**config.mk**
```make
export PLATFORM = sky130hd
export DESIGN_NAME = stream_qos_scheduler
export DESIGN_NICKNAME = d
export VERILOG_FILES = /design/src/rtl/stream_qos_scheduler.sv
export SDC_FILE = /design/constraint.sdc
export NUM_CORES = 1
export LEC_CHECK = 0
export ABC_AREA = 1
export BUFFER_PORTS_ARGS = -buffer_cell sky130_fd_sc_hd__buf_2
export CAP_MARGIN = 20
export CORE_MARGIN = 2
export CORE_UTILIZATION = 53
export DETAILED_ROUTE_END_ITERATION = 7
export PLACE_DENSITY = 0.81
export SYNTH_ARGS = -nofsm -noshare
export SYNTH_HDL_FRONTEND = slang
export SYNTH_SLANG_ARGS = --single-unit
```
**constraint.sdc**
```tcl
create_clock -name clk -period 2.8 [get_ports clk]
set_clock_uncertainty 0.15 [all_clocks]
set_input_delay 0.56 -clock clk [delete_from_list [all_inputs] [get_ports clk]]
set_output_delay 0.56 -clock clk [all_outputs]
set_load 0.005 [all_outputs]
```
**src/rtl/stream_qos_scheduler.sv**
```systemverilog
// Packet-level QoS scheduler: max-QoS winner, round-robin ties, grant held to the last beat.
// Starvation aging is built only when STREAM_QOS_SCHED_AGING_EN is defined.

`ifdef STREAM_QOS_SCHED_AGING_EN
module stream_qos_age_lane #(
    parameter int AGE_W     = 8,
    parameter int AGE_LIMIT = 7
) (
    input  logic             clk,
    input  logic             rst_n,
    input  logic             clr_i,
    input  logic             inc_i,
    output logic [AGE_W-1:0] age_o
);
    logic [AGE_W-1:0] age_d, age_q;

    always_comb begin
        age_d = age_q;
        if (clr_i)
            age_d = '0;
        else if (inc_i && age_q != AGE_W'(AGE_LIMIT))
            age_d = age_q + AGE_W'(1);
    end

    always_ff @(posedge clk or negedge rst_n) begin
        if (!rst_n) age_q <= '0;
        else        age_q <= age_d;
    end

    assign age_o = age_q;
endmodule
`endif

module stream_qos_scheduler #(
    parameter  int T_DATA_WIDTH = 8,
    parameter  int T_QOS__WIDTH = 4,
    parameter  int STREAM_COUNT = 4,
    parameter  int AGE_LIMIT    = 7,
    localparam int T_ID___WIDTH = $clog2(STREAM_COUNT)
) (
    input  logic                                     clk,
    input  logic                                     rst_n,
    input  logic [STREAM_COUNT-1:0][T_DATA_WIDTH-1:0] s_data_i,
    input  logic [STREAM_COUNT-1:0][T_QOS__WIDTH-1:0] s_qos_i,
    input  logic [STREAM_COUNT-1:0]                   s_last_i,
    input  logic [STREAM_COUNT-1:0]                   s_valid_i,
    output logic [STREAM_COUNT-1:0]                   s_ready_o,
    output logic [T_DATA_WIDTH-1:0]                   m_data_o,
    output logic [T_QOS__WIDTH-1:0]                   m_qos_o,
    output logic [T_ID___WIDTH-1:0]                   m_id_o,
    output logic                                     m_last_o,
    output logic                                     m_valid_o,
    input  logic                                     m_ready_i
);
    localparam int AGE_W = 8;

    typedef enum logic {IDLE, BUSY} state_e;
    typedef struct packed {
        logic [T_DATA_WIDTH-1:0] data;
        logic [T_QOS__WIDTH-1:0] qos;
        logic [T_ID___WIDTH-1:0] id;
        logic                    last;
    } beat_t;

    state_e                             state_d, state_q;
    logic [T_ID___WIDTH-1:0]            gnt_id_d, gnt_id_q, rr_ptr_d, rr_ptr_q, win_id;
    beat_t                              m_beat_d, m_beat_q;
    logic                               m_valid_d, m_valid_q;
    logic [STREAM_COUNT-1:0]            urgent, cand;
    logic [STREAM_COUNT-1:0][AGE_W-1:0] age;
    logic [T_QOS__WIDTH-1:0]            max_qos;
    logic [T_ID___WIDTH:0]              scan;
    logic                               found, accept, done;

`ifdef STREAM_QOS_SCHED_AGING_EN
    // A stream ages once per packet completion it was waiting through.
    for (genvar i = 0; i < STREAM_COUNT; i++) begin : g_age
        stream_qos_age_lane #(.AGE_W(AGE_W), .AGE_LIMIT(AGE_LIMIT)) u_age (
            .clk   (clk),
            .rst_n (rst_n),
            .clr_i (done && gnt_id_q == T_ID___WIDTH'(i)),
            .inc_i (done && s_valid_i[i] && gnt_id_q != T_ID___WIDTH'(i)),
            .age_o (age[i])
        );
    end
`else
    assign age = '0;
`endif

    // With no counters age stays 0 and AGE_LIMIT >= 1, so nothing is ever urgent.
    for (genvar i = 0; i < STREAM_COUNT; i++) begin : g_urg
        assign urgent[i] = (age[i] == AGE_W'(AGE_LIMIT));
    end

    always_comb begin
        max_qos = '0;
        for (int i = 0; i < STREAM_COUNT; i++)
            if (s_valid_i[i] && s_qos_i[i] > max_qos) max_qos = s_qos_i[i];
        for (int i = 0; i < STREAM_COUNT; i++)
            cand[i] = (|(urgent & s_valid_i)) ? (urgent[i] & s_valid_i[i])
                                              : (s_valid_i[i] && s_qos_i[i] == max_qos);
        win_id = '0;
        found  = 1'b0;
        scan   = '0;
        for (int k = 0; k < STREAM_COUNT; k++) begin
            scan = {1'b0, rr_ptr_q} + (T_ID___WIDTH+1)'(k);
            if (scan >= (T_ID___WIDTH+1)'(STREAM_COUNT))
                scan = scan - (T_ID___WIDTH+1)'(STREAM_COUNT);
            if (!found && cand[scan[T_ID___WIDTH-1:0]]) begin
                found  = 1'b1;
                win_id = scan[T_ID___WIDTH-1:0];
            end
        end
    end

    always_comb begin
        s_ready_o = '0;
        if (state_q == BUSY) s_ready_o[gnt_id_q] = ~m_valid_q | m_ready_i;
    end

    assign accept = (state_q == BUSY) && s_valid_i[gnt_id_q] && s_ready_o[gnt_id_q];
    assign done   = accept && s_last_i[gnt_id_q];

    always_comb begin
        state_d   = state_q;
        gnt_id_d  = gnt_id_q;
        rr_ptr_d  = rr_ptr_q;
        m_beat_d  = m_beat_q;
        m_valid_d = m_valid_q & ~m_ready_i;
        case (state_q)
            IDLE: if (|s_valid_i) begin
                gnt_id_d = win_id;
                state_d  = BUSY;
            end
            BUSY: if (accept) begin
                m_beat_d  = '{data: s_data_i[gnt_id_q], qos: s_qos_i[gnt_id_q],
                              id: gnt_id_q, last: s_last_i[gnt_id_q]};
                m_valid_d = 1'b1;
                if (done) begin
                    state_d  = IDLE;
                    rr_ptr_d = (gnt_id_q == T_ID___WIDTH'(STREAM_COUNT-1)) ? '0
                                                                         : gnt_id_q + T_ID___WIDTH'(1);
                end
            end
            default: state_d = IDLE;
        endcase
    end

    always_ff @(posedge clk or negedge rst_n) begin
        if (!rst_n) begin
            state_q   <= IDLE;
            gnt_id_q  <= '0;
            rr_ptr_q  <= '0;
            m_beat_q  <= '0;
            m_valid_q <= 1'b0;
        end else begin
            state_q   <= state_d;
            gnt_id_q  <= gnt_id_d;
            rr_ptr_q  <= rr_ptr_d;
            m_beat_q  <= m_beat_d;
            m_valid_q <= m_valid_d;
        end
    end

    assign m_data_o  = m_beat_q.data;
    assign m_qos_o   = m_beat_q.qos;
    assign m_id_o    = m_beat_q.id;
    assign m_last_o  = m_beat_q.last;
    assign m_valid_o = m_valid_q;
endmodule

```
# Yosys cells after proc, flatten, opt, wreduce, memory -nomap -nowiden
# Index checks and enable logic that the tools add are counted.
totals:
  wordCells: 106
  reg_bits: 21
  out_inout_bits: 20
op_classes:
  bitwise_logic: 6
  order_cmp: 14
  muxes: 43
  n_addsub: 8
  n_reduce_logical: 22
  eq_ne: 5
op_table:
  columns: ["operator", "count"]
  rows:
  - ["2-to-1 mux 4 bit", 6]
  - ["2-to-1 mux 2 bit", 9]
  - ["binary-select mux 8 bit (select 2 bit)", 1]
  - ["== test 4 bit", 4]
  - ["2-to-1 mux 1 bit", 16]
  - ["logical AND 1 bit", 15]
  - ["< comparator 2 x 3 -> 1 bit, second input constant", 5]
  - ["binary-select mux 1 bit (select 2 bit)", 7]
  - ["> comparator 4 bit", 3]
  - [">= comparator 3 bit, second input constant", 3]
  - ["binary-select mux 4 bit (select 2 bit)", 1]
  - ["2-to-1 mux 8 bit", 1]
  - ["subtractor 2 x 1 -> 2 bit, second input constant", 4]
  - ["adder 2 x 2 -> 3 bit, second input constant", 2]
  - ["AND 4 bit", 1]
  - ["> comparator 4 x 1 -> 1 bit, second input constant", 1]
  - ["AND reduction 2 bit", 2]
  - ["OR reduction 4 bit", 1]
  - ["adder 2 x 1 -> 3 bit, second input constant", 1]
  - [">= comparator 2 x 3 -> 1 bit, second input constant", 1]
  - ["zero test 1 bit", 3]
  - ["inverter 1 bit", 3]
  - ["AND reduction 3 bit", 1]
  - ["adder 2 x 1 -> 2 bit, second input constant", 1]
  - ["6 further kinds", 6]

# Logic depth before layout (Yosys ltp)
# Gate-level depths: netlist of run 1.
logic_depth:
  ltp_word: 26
  mapped_depth: 42
  ltp_nobuf: 42

# Worst setup path after synthesis of run 1
# No wires, ideal clock.
synth_path:
  path_type: "input port to flip-flop"
  startpoint: "input s_qos_i[2] in the netlist's numbering"
  endpoint: "register gnt_id_q[1]"
  required_ns: 2.533
  arrival_ns: 4.300
  stages: 39
  path_buffers: 1
  path_slack_ns: -1.767
  cell_sequence: "nor2_1 > nand2_1 > nand3_1 > ha_1 > nand2_1 > inv_1 > nand2_1 > nand2_2 > nand2_4 > nand2_1 > nand2_1 > inv_1 > ha_1 > nand2_1 > nor2_1 > nor2_1 > nand2_4 > inv_2 > [3 not listed] > ha_1 > a21oi_1 > o21ai_1 > nand2_2 > buf_4 > nand3_2 > nand3_1 > nand2_1 > nor2_1 > nand3_1 > nand2_1 > nand3_1 > a21oi_1 > nand2_1 > inv_1 > nand2_1 > nand2_1 > nand2_1"
synth_between:
  elab_chain_cells: 26
  word_cells_on_any_way: 41
  classes_between: "order compare (4); eq/ne (4); mux (19); reduce/logical (14)"
synth_lines:
  columns: ["element", "line", "text"]
  rows:
  - ["start: declaration", "44", "input logic [STREAM_COUNT-1:0][T_QOS__WIDTH-1:0] s_qos_i,"]
  - ["> comparator 4 x 1 -> 1 bit", "98", "if (s_valid_i[i] && s_qos_i[i] > max_qos) max_qos = s_qos_i[i];"]
  - ["logical AND 1 bit", "98", null]
  - ["2-to-1 mux 4 bit", "98", null]
  - ["> comparator 4 bit", "98", null]
  - ["logical AND 1 bit", "98", null]
  - ["2-to-1 mux 4 bit", "98", null]
  - ["> comparator 4 bit", "98", null]
  - ["logical AND 1 bit", "98", null]
  - ["[10 not listed]", null, null]
  - ["logical AND 1 bit", "109", "if (!found && cand[scan[T_ID___WIDTH-1:0]]) begin"]
  - ["2-to-1 mux 1 bit", "109", null]
  - ["zero test 1 bit", "109", null]
  - ["logical AND 1 bit", "109", null]
  - ["2-to-1 mux 1 bit", "109", null]
  - ["zero test 1 bit", "109", null]
  - ["logical AND 1 bit", "109", null]
  - ["2-to-1 mux 2 bit (*)", "109", null]
  - ["end signal: assignment", "158", "gnt_id_q <= gnt_id_d;"]
  - ["end: declaration", "66", "logic [T_ID___WIDTH-1:0] gnt_id_d, gnt_id_q, rr_ptr_d, rr_ptr_q, win_id;"]
# Mark *: on every way between the ends. The rest lies on a longest branch, timed or not. The select of a mux whose other input is x is not followed.
# A chain may end at the register's enable or synchronous reset.

# Worst setup path after layout of run 1
layout_path:
  startpoint: "input s_valid_i[0]"
  endpoint: "register gnt_id_q[0]"
layout_between:
  elab_chain_cells: 25
  word_cells_on_any_way: 42
  classes_between: "order compare (3); eq/ne (4); mux (19); reduce/logical (16)"
layout_lines:
  columns: ["element", "line", "text"]
  rows:
  - ["start: declaration", "46", "input logic [STREAM_COUNT-1:0] s_valid_i,"]
  - ["logical AND 1 bit", "98", null]
  - ["2-to-1 mux 4 bit", "98", null]
  - ["> comparator 4 bit", "98", null]
  - ["logical AND 1 bit", "98", null]
  - ["2-to-1 mux 4 bit", "98", null]
  - ["> comparator 4 bit", "98", null]
  - ["logical AND 1 bit", "98", null]
  - ["2-to-1 mux 4 bit", "98", null]
  - ["[9 not listed]", null, null]
  - ["logical AND 1 bit", "109", null]
  - ["2-to-1 mux 1 bit", "109", null]
  - ["zero test 1 bit", "109", null]
  - ["logical AND 1 bit", "109", null]
  - ["2-to-1 mux 1 bit", "109", null]
  - ["zero test 1 bit", "109", null]
  - ["logical AND 1 bit", "109", null]
  - ["2-to-1 mux 2 bit", "109", null]
# Parallel ways exist; a longest one is shown, timed or not. The select of a mux whose other input is x is not followed.

==> run_results.csv, run 1 <==
group,metric,value,unit
run_status,violations,"negative setup slack",
sta,worst_slew_margin_rel,65.8,%
critical_path,max_stage_delay,0.31,ns
sta,worst_slack,-2.12,ns
cells_and_area,diodes,0,
grt,grt_max_degree,25,
critical_path,reg2reg_to,"m_data_o[4]",
cells_and_area,fillers,244,
routing,vias_per_cell,5.96,
clocking,cts_sinks,21,
yosys,netlist_instances,422,
grt,overflow,0,
floorplanning,rows,25,
cells_and_area,drive_above_1_share,48.7,%
critical_path,path_common_cell,"nand2_2",
yosys,ys_seq_area_share,20.6,%
cells_and_area,layout_common_cells,"buf_2 (73), buf_4 (69), nand2_1 (62), nor2_1 (53), nand3_1 (37)",
critical_path,cp-startpoint,"s_valid_i[0]",
yosys,netlist-cell-type-count,33,
power,p_total,2.98,mW
clocking,cts_tree,"done",
sta,worst_pin_slew,0.513,ns
yosys,synth_edf_count,0,
clocking,root_buffer,"clkbuf_8",
floorplanning,ios,79,
power,p_leak,2.16,nW
critical_path,ff2ff_path_depth,13,
sta,finalMaxSlewViolations,0,
min_path,hold_path.class,"in2async",
yosys,synthTopCellsByArea,"dfrtp_1 (21%), nand2_1 (15%), nand3_1 (10%)",
clocking,htreeDepth,1,
yosys,synthFlopType,"dfrtp_1",
routing,detail_route.first_pass.iterations,6,
critical_path,critical_path_class,"in2reg",
clocking,hold_buffers,0,
clocking,clock_latency,0.25,ns
critical_path,cp_slowest_cell,"ha_4",
yosys,synth_top_area_cell,"dfrtp_1",
place,gp_congestion,1.01,
run_status,outcome,"complete, but fails checks",
critical_path,critPathCapture,"gnt_id_q[0]",
run,maxCapViolations,0,
routing,wl_per_cell,17.7,µm
clocking,clk_pin_slew,0.07,ns
yosys,synthArstFlopShare,100,%
yosys,ys_warn_count,0,
place,dpl.cell_count,600,
sta,rsz0062_at_grt,"yes",
sta,final.setup.tns,-4.21,ns
floorplanning,die_area,5390,µm²
cells_and_area,area_growth,63.7,%
yosys,synthesis.nets,497,
critical_path,crit_arrival,4.92,ns
power,irDropWorstVdd,0.000428,V
floorplanning,core,4690,µm²
routing,vias,3687,
place,dp_hpwl,6940,µm
grt,antenna_found_initial,0,
yosys,avgSynthCellArea,6.05,µm²
floorplanning,start_util,54.4,%
power,power.density,713,nW/µm²
sta,setup_violations,2,
cells_and_area,final_common_cell,"buf_2",
floorplanning,fp.dieW,73.4,µm
yosys,synth_area,2550,µm²
sta,layout_min_cycle_time,4.92,ns
sta,fmax,0.203,GHz
grt,grt_usage,33.6,%
critical_path,start_kind,"primary input",
routing,wl,11000,µm
sta,finalHoldViolations,0,
critical_path,crit_required,2.80,ns
cells_and_area,fin_cells,619,
critical_path,crit_path_max_fanout,8,
floorplanning,die_h,73.4,µm
clocking,cts_buffer_depth,2,
yosys,synth_top_area_share,20.6,%
cells_and_area,fin_nets,641,
routing,ant_nets,0,
grt,grt_pass1_wl,14200,µm
place,io_buffers,78,
sta,fin_crit_sh,176,%
routing,drc,0,
grt,grt_pass1_vias,3230,
clocking,numCtsBuffers,3,
critical_path,critPathCaptureType,"flip-flop",
routing,drt-initial-drc-count,350,
yosys,ys_ff_latch,21,
critical_path,crit-reg2reg-launch,"gnt_id_q[0]",
critical_path,worst-r2r-setup-slack,0.53,ns
worst min path at each step:
stage,startpoint,endpoint,slack [ns],cells past startpoint
6_report,rst_n,m_id_o[0],0.1,1
5_1_grt,rst_n,m_last_o,0.13,1
4_1_cts,rst_n,m_last_o,0.11,1
3_5_place_dp,m_last_o,m_last_o,0.31,2
3_3_place_gp,m_last_o,m_last_o,0.31,2
2_1_floorplan,rst_n,gnt_id_q[0],0.11,0
layer usage:
layer  up-vias  part of all wire, %  GRT usage (%)
met5         -                    0              0
met4         0                  7.3           16.4
met3        86                  9.4           3.57
met2       265                   47           62.2
met1      1644                   36           37.9
li1       1692                    -              -
cell families (layout without fill, tap and decap cells):
logic type / Yosys count / count (layout) / synth area share [%]
compound gates: 66 / 66 / 14.4
buf+inv: 57 / 200 / 8.57
flops: 21 / 21 / 20.6
fa+ha+maj: 16 / 16 / 7.84
simple gates: 261 / 261 / 48.3
xor+xnor: 1 / 1 / 0.343
flip-flops by register name, indices dropped and copies added (netlist names):
register and count:
m_data_o 8, m_qos_o 4, gnt_id_q 2, m_id_o 2, rr_ptr_q 2, m_last_o 1, m_valid_o 1, state_q 1
cells in the mapped netlist, types with 2 or more instances:
cell type  count
nand2_2        9
nand3b_1       3
nand2_4        3
clkinv_1       2
buf_1          3
nor3_1         2
nand3_1       52
o21ai_1        2
a41oi_1        2
ha_1          16
nand3_2       10
o21ai_0       29
nor2_2         9
nand4_1        7
inv_1         38
dfrtp_1       21
nand2_1      102
a21oi_1       15
nor2_4         2
clkbuf_1       8
nor2_1        60
a31oi_1       12
inv_2          4
o211ai_1       2
where the power goes:
| group | leakage [nW] | switching (mW) | internal (mW) |
|---|---|---|---|
| logic | 1.90 | 1.35 | 0.875 |
| clock network | 0.0228 | 0.0914 | 0.101 |
| registers | 0.240 | 0.111 | 0.453 |
worst max-delay path, delay by kind of cell:
kind / cells / cell delay, ns
AO/OA/AOI/OAI: 2 / 0.29
AND/OR/NAND/NOR: 25 / 2.54
adder cells (fa/ha/maj): 3 / 0.86
buffers and inverters: 7 / 0.64
per-stage QoR:
stage                     hold slack, ns  utilization [%]  area, µm²  worst slack, ns
after floorplan                    0.114                -       2680            -1.60
after global placement             0.312             75.0       3520            -2.05
after detailed placement           0.313             75.0       3520            -2.18
after CTS                          0.107             82.6       3870            -1.70
after global routing               0.128             89.1       4180            -2.30
final                             0.0952             89.1       4180            -2.12
layout make-up:
| cell class | instances | area, µm² | area share, % |
|---|---|---|---|
| inverter | 44 | 183 | 4.37 |
| timing repair buffer | 152 | 1000 | 23.9 |
| multi-input combinational | 344 | 2360 | 56.5 |
| clock buffer | 4 | 45.0 | 1.08 |
| tap | 54 | 67.6 | 1.62 |
| sequential | 21 | 526 | 12.6 |
repair_timing:
item | in CTS | in global routing
setup buffers | 11 | 4
pin swaps | 48 | 33
endpoints found under the setup margin | 2 | 2
resized for setup | 52 | 65
Power figures use the tool's default switching activity.
==> run 2, diff against run 1 <==
--- a/config.mk
+++ b/config.mk
@@ -5,13 +5,13 @@
 export SDC_FILE = /design/constraint.sdc
 export NUM_CORES = 1
 export LEC_CHECK = 0
-export ABC_AREA = 1
 export BUFFER_PORTS_ARGS = -buffer_cell sky130_fd_sc_hd__buf_2
 export CAP_MARGIN = 20
 export CORE_MARGIN = 2
-export CORE_UTILIZATION = 53
+export CORE_UTILIZATION = 30
 export DETAILED_ROUTE_END_ITERATION = 7
-export PLACE_DENSITY = 0.81
+export GPL_TIMING_DRIVEN = 0
+export PLACE_DENSITY = 0.52
 export SYNTH_ARGS = -nofsm -noshare
 export SYNTH_HDL_FRONTEND = slang
 export SYNTH_SLANG_ARGS = --single-unit
==> run 2 against run 1 <==
  * The flow still finishes with violations (negative setup slack)
  * Combinational power down 14%
  * Maximum frequency down 10%
  * Non-clock buffer count unchanged
  * Worst setup slack worse by 0.57 ns
  * Sequential share of layout area up 1.1 points
  * Synthesized cell count down 48%
  * Register-to-register slack worse by 0.30 ns
==> run_results.csv, run 2 <==
group,metric,value,unit
grt,grt_pass1_vias,2495,
critical_path,critPathCapture,"gnt_id_q[1]",
grt,grt-busiest-layer,"met2",
grt,grt_pass1_wl,12900,µm
clocking,clk_pin_slew,0.08,ns
routing,detail_route.first_pass.iterations,4,
min_path,hold_path.class,"in2async",
critical_path,critical_path_class,"in2reg",
critical_path,max_stage_delay,0.27,ns
routing,vias,2471,
sta,layout_min_cycle_time,5.48,ns
sta,rsz0062_at_grt,"yes",
yosys,ys_seq_area_share,23.7,%
power,irDropWorstVdd,0.000233,V
run_status,violations,"negative setup slack",
sta,worst_slew_margin_rel,42.2,%
critical_path,cp-startpoint,"s_valid_i[0]",
sta,fin_crit_sh,196,%
clocking,root_buffer,"clkbuf_8",
yosys,synth_top_area_cell,"dfrtp_1",
floorplanning,rows,31,
routing,drt-initial-drc-count,66,
cells_and_area,layout_common_cells,"buf_2 (75), buf_4 (63), dfrtp_1 (21)",
grt,overflow,0,
cells_and_area,area_growth,73.2,%
run,maxCapViolations,0,
clocking,cts_tree,"done",
grt,grtUsageMet1,25.0,%
floorplanning,core,7210,µm²
critical_path,cp_slowest_cell,"o211a_4",
yosys,synthFlopType,"dfrtp_1",
clocking,clock_latency,0.26,ns
clocking,cts_sinks,21,
critical_path,path_common_cell,"buf_4",
yosys,synthesis.nets,295,
power,p_leak,1.67,nW
yosys,synth_top_cells_by_count,"nand2_1 (22), dfrtp_1 (21), ha_1 (16)",
yosys,synth_top_area_share,23.7,%
yosys,netlist-cell-type-count,54,
sta,final.setup.tns,-5.35,ns
floorplanning,die_h,89.9,µm
clocking,cts_buffer_depth,2,
sta,setup_violations,2,
critical_path,crit_arrival,5.47,ns
cells_and_area,final_common_cell,"buf_2",
routing,wl,8390,µm
cells_and_area,drive_above_1_share,66.5,%
floorplanning,start_util,30.7,%
routing,ant_nets,0,
yosys,ys_ff_latch,21,
cells_and_area,largest_register_ff_count,8,
sta,worst_pin_slew,0.855,ns
critical_path,worst-r2r-setup-slack,0.23,ns
critical_path,crit-reg2reg-launch,"gnt_id_q[1]",
grt,grtUsageMet2,33.6,%
grt,grt_max_degree,22,
floorplanning,ios,79,
place,dp_slack,-3.22,ns
yosys,synth_area,2220,µm²
critical_path,ff2ff_path_depth,10,
place,gp_congestion,0.765,
cells_and_area,fillers,640,
sta,finalMaxSlewViolations,0,
yosys,avgSynthCellArea,10.1,µm²
yosys,ys_warn_count,0,
place,io_buffers,78,
floorplanning,die_area,8090,µm²
cells_and_area,fin_nets,443,
grt,grtUsageMet3,3.19,%
critical_path,reg2reg_to,"m_qos_o[1]",
sta,worst_slack,-2.68,ns
critical_path,critPathCaptureType,"flip-flop",
grt,antenna_found_initial,0,
routing,vias_per_cell,5.30,
sta,fmax,0.182,GHz
yosys,synthArstFlopShare,100,%
power,power.density,693,nW/µm²
critical_path,crit_path_max_fanout,5,
yosys,netlist_instances,220,
yosys,synth_edf_count,0,
run_status,outcome,"complete, but fails checks",
routing,wl_per_cell,18.0,µm
routing,drc,0,
clocking,htreeDepth,1,
cells_and_area,diodes,0,
yosys,synth.most_common_cell,"nand2_1",
floorplanning,fp.dieW,89.9,µm
sta,finalHoldViolations,0,
grt,grt_usage,19.5,%
place,dp_hpwl,5350,µm
critical_path,crit_required,2.79,ns
yosys,synthTopCellsByArea,"dfrtp_1 (24%), mux4_2 (13%), ha_1 (9.0%)",
critical_path,start_kind,"primary input",
clocking,numCtsBuffers,3,
[run 2: what timing repair did]
item | CTS | global route
setup endpoints to repair | 20 | 9
gates resized for setup | 35 | 33
pin swaps | 32 | 30
buffers inserted | 48 | 17
hold buffers | 0 | 0
[run 2: worst min-delay path by stage]
| stage | start | end | cells past startpoint |
|---|---|---|---|
| 2_1_floorplan | rst_n | gnt_id_q[0] | 0 |
| 3_3_place_gp | m_id_o[0] | m_id_o[0] | 2 |
| 3_5_place_dp | m_id_o[0] | m_id_o[0] | 2 |
| 4_1_cts | rst_n | m_data_o[0] | 1 |
| 5_1_grt | rst_n | m_data_o[0] | 1 |
| 6_report | rst_n | m_data_o[0] | 1 |
[run 2: cells by family (layout without fill, tap and decap cells)]
kind of cell,Yosys count,count (layout),synth area share (%)
compound gates,54,54,21.1
xor+xnor,12,12,4.74
fa+ha+maj,16,16,9.03
buf+inv,22,169,4.18
flops,21,21,23.7
mux,28,28,21.3
simple gates,67,67,16.0
[run 2: metrics by stage]
stage	hold slack (ns)	instances	cell area, µm²	utilization [%]	total power, mW
6_report	0.0963	466	3840	53.2	2.66
5_1_grt	0.126	466	3840	53.2	2.86
4_1_cts	0.109	449	3560	49.4	2.46
3_5_place_dp	0.318	397	2940	40.8	2.02
3_3_place_gp	0.308	397	2940	40.8	2.00
2_1_floorplan	0.114	220	2430	-	1.58
[run 2: routing by layer]
metal / vias to the layer above / share of wire, %
met4: 0 / 3.1
met1: 1183 / 42
li1: 1143 / -
met3: 25 / 6.2
met5: - / 0
met2: 120 / 48
[run 2: power by group]
group	total, mW	switching (mW)	leakage (nW)	internal [mW]
clock network	0.196	0.0969	0.0255	0.0989
logic	1.91	0.878	1.39	1.03
registers	0.552	0.0968	0.255	0.456
total	2.66	1.07	1.67	1.59
[run 2: critical path, delay by kind of cell]
family	cells	cell delay (ns)
AND/OR/NAND/NOR	4	0.45
buffers and inverters	25	3.11
AO/OA/AOI/OAI	7	1.14
adder cells (fa/ha/maj)	1	0.20
[run 2: area by class of cell]
| type | count | area, µm² | area share [%] |
|---|---|---|---|
| Clock inverter | 1 | 5.00 | 0.130 |
| Sequential cell | 21 | 526 | 13.7 |
| Tap cell | 99 | 124 | 3.23 |
| Multi-Input combinational cell | 177 | 2090 | 54.4 |
| Buffer | 9 | 104 | 2.71 |
| Clock buffer | 3 | 41.3 | 1.08 |
| Timing Repair Buffer | 143 | 901 | 23.5 |
| Inverter | 13 | 48.8 | 1.27 |
==> run 3, diff against run 2 <==
--- a/config.mk
+++ b/config.mk
@@ -7,6 +7,7 @@
 export LEC_CHECK = 0
 export BUFFER_PORTS_ARGS = -buffer_cell sky130_fd_sc_hd__buf_2
 export CAP_MARGIN = 20
+export CORE_ASPECT_RATIO = 1.25
 export CORE_MARGIN = 2
 export CORE_UTILIZATION = 30
 export DETAILED_ROUTE_END_ITERATION = 7
==> run 3 against run 2 <==
  * The run still ends with negative setup slack left
  * Cell count fell by 3.9%
  * First-iteration DRC count up 14%
  * Via count down 2.8%
  * Sequential power decreased by 0.9%
  * Design area decreased by 2.2%
  * Critical path depth is 9 lower
  * Sequential share of layout area rose by 0.32 points
  * Worst setup slack improved by 0.18 ns
  * Core utilization down 1.6 points
  * Hold slack worse by 0.0032 ns
  * Critical endpoint is now gnt_id_q[0]
==> run_results.csv, run 3 (synthesis gave the netlist of run 2 again) <==
group,metric,value,unit
critical_path,max_stage_delay,0.36,ns
cells_and_area,diodes,0,
clocking,cts_buffer_depth,2,
run_status,outcome,"complete, but fails checks",
cells_and_area,fin_nets,432,
sta,rsz0062_at_grt,"yes",
routing,drc,0,
clocking,cts_tree,"done",
clocking,cts_sinks,21,
place,gp_congestion,0.803,
grt,grt_pass1_wl,11500,µm
routing,ant_nets,0,
critical_path,critPathCaptureType,"flip-flop",
sta,fmax,0.188,GHz
power,p_total,2.57,mW
power,irDropWorstVdd,0.000323,V
routing,vias,2402,
critical_path,critical_path_class,"in2reg",
routing,drt-initial-drc-count,75,
run_status,violations,"negative setup slack",
sta,setup_violations,2,
floorplanning,die_area,8090,µm²
grt,grt_pass1_vias,2370,
grt,grt_usage,18.5,%
routing,detail_route.first_pass.iterations,4,
critical_path,start_kind,"primary input",
routing,vias_per_cell,5.36,
floorplanning,start_util,30.5,%
clocking,numCtsBuffers,3,
critical_path,crit_required,2.80,ns
sta,worst_slew_margin_rel,42.8,%
clocking,htreeDepth,1,
routing,wl,7930,µm
place,io_buffers,78,
critical_path,path_buf_inv,7,
floorplanning,core,7270,µm²
floorplanning,ios,79,
clocking,root_buffer,"clkbuf_8",
cells_and_area,area_growth,69.3,%
cells_and_area,stdcell_area,3750,µm²
sta,worst_slack,-2.51,ns
cells_and_area,final_common_cell,"buf_2",
floorplanning,fp.dieW,80.9,µm
clocking,clock_latency,0.26,ns
floorplanning,die_h,100,µm
critical_path,crit_arrival,5.31,ns
sta,finalHoldViolations,0,
critical_path,cp_slowest_cell,"a311o_1",
critical_path,path_delay_family,"compound AO/OA/AOI/OAI gates",
cells_and_area,drive_above_1_share,65.2,%
grt,overflow,0,
place,postPlaceCellArea,2930,µm²
floorplanning,rows,35,
sta,fin_crit_sh,189,%
clocking,hold_buffers,0,
critical_path,crit_path_max_fanout,6,
cells_and_area,layout_common_cells,"buf_2 (78), buf_4 (51), dfrtp_1 (21), nand2_1 (14)",
cells_and_area,fin_cells,448,
grt,grt_max_degree,22,
sta,finalMaxSlewViolations,0,
grt,antenna_found_initial,0,
run,maxCapViolations,0,
critical_path,worst-r2r-setup-slack,0.18,ns
cells_and_area,largest_register_ff_count,8,
place,dpl.cell_count,390,
place,dp_slack,-3.19,ns
routing,wl_per_cell,17.7,µm
sta,worst_pin_slew,0.847,ns
place,dp_hpwl,5390,µm
clocking,clk_pin_slew,0.08,ns
min_path,hold_path.class,"in2async",
power,p_leak,1.64,nW
power,power.density,686,nW/µm²
sta,layout_min_cycle_time,5.31,ns
==> run 3: cell count changes in the layout (fill, tap and decap cells not counted), moves of 2 or more <==
cell | previous run | this run
nor2_1 | 6 | 4
buf_4 | 63 | 51
buf_2 | 75 | 78
buf_6 | 7 | 5
nor2_2 | 0 | 3
clkbuf_4 | 2 | 0
==> run 3: per-stage QoR <==
| stage | hold slack (ns) | setup TNS, ns | utilization [%] |
|---|---|---|---|
| global placement | 0.308 | -10.15 | 40.3 |
| detailed placement | 0.309 | -10.34 | 40.3 |
| global route | 0.125 | -5.30 | 51.6 |
| floorplan | 0.114 | -4.92 | - |
| finish | 0.0932 | -4.98 | 51.6 |
| CTS | 0.110 | -5.03 | 48.2 |
==> run 3: cell type report <==
class	count	area, µm²
Buffer	9	97.6
Multi-Input combinational cell	177	2080
Sequential cell	21	526
Inverter	13	48.8
Clock buffer	3	41.3
Tap cell	92	115
Fill cell	653	3520
Timing Repair Buffer	132	835
Clock inverter	1	5.00
==> run 3: routing by layer <==
metal	global-route usage [%]	share of wire (%)	vias up	routed length [µm]
li1	-	-	1127	-
met1	20.4	39	1155	3090
met2	34.3	51	93	4060
met3	1.89	5.1	27	407
met4	9.26	4.6	0	367
met5	0	0	-	0
==> run 3: power breakdown <==
group          switching, mW  total (mW)  internal, mW  leakage [nW]
Clock                 0.0968       0.196        0.0990        0.0255
Combinational          0.856        1.83         0.975          1.36
Sequential            0.0913       0.547         0.455         0.255
Total                   1.04        2.57          1.53          1.64
==> run 3: path summary, 6_finish.rpt <==
path | cells after the start | endpoint | from
max reg2reg | 10 | rr_ptr_q[1] | gnt_id_q[1]
min in group clk | 2 | m_id_o[0] | m_id_o[0]
min | 1 | m_data_o[6] | rst_n
max | 28 | gnt_id_q[0] | s_valid_i[0]
min reg2reg | 2 | m_id_o[0] | m_id_o[0]
max in group asynchronous | 1 | m_data_o[1] | rst_n
==> run 3: timing repair <==
action | 4_1_cts | 5_1_grt
buffers inserted | 44 | 12
gates resized for setup | 31 | 30
gates cloned | 0 | 1
pin swaps | 34 | 26
endpoints found under the setup margin | 20 | 9
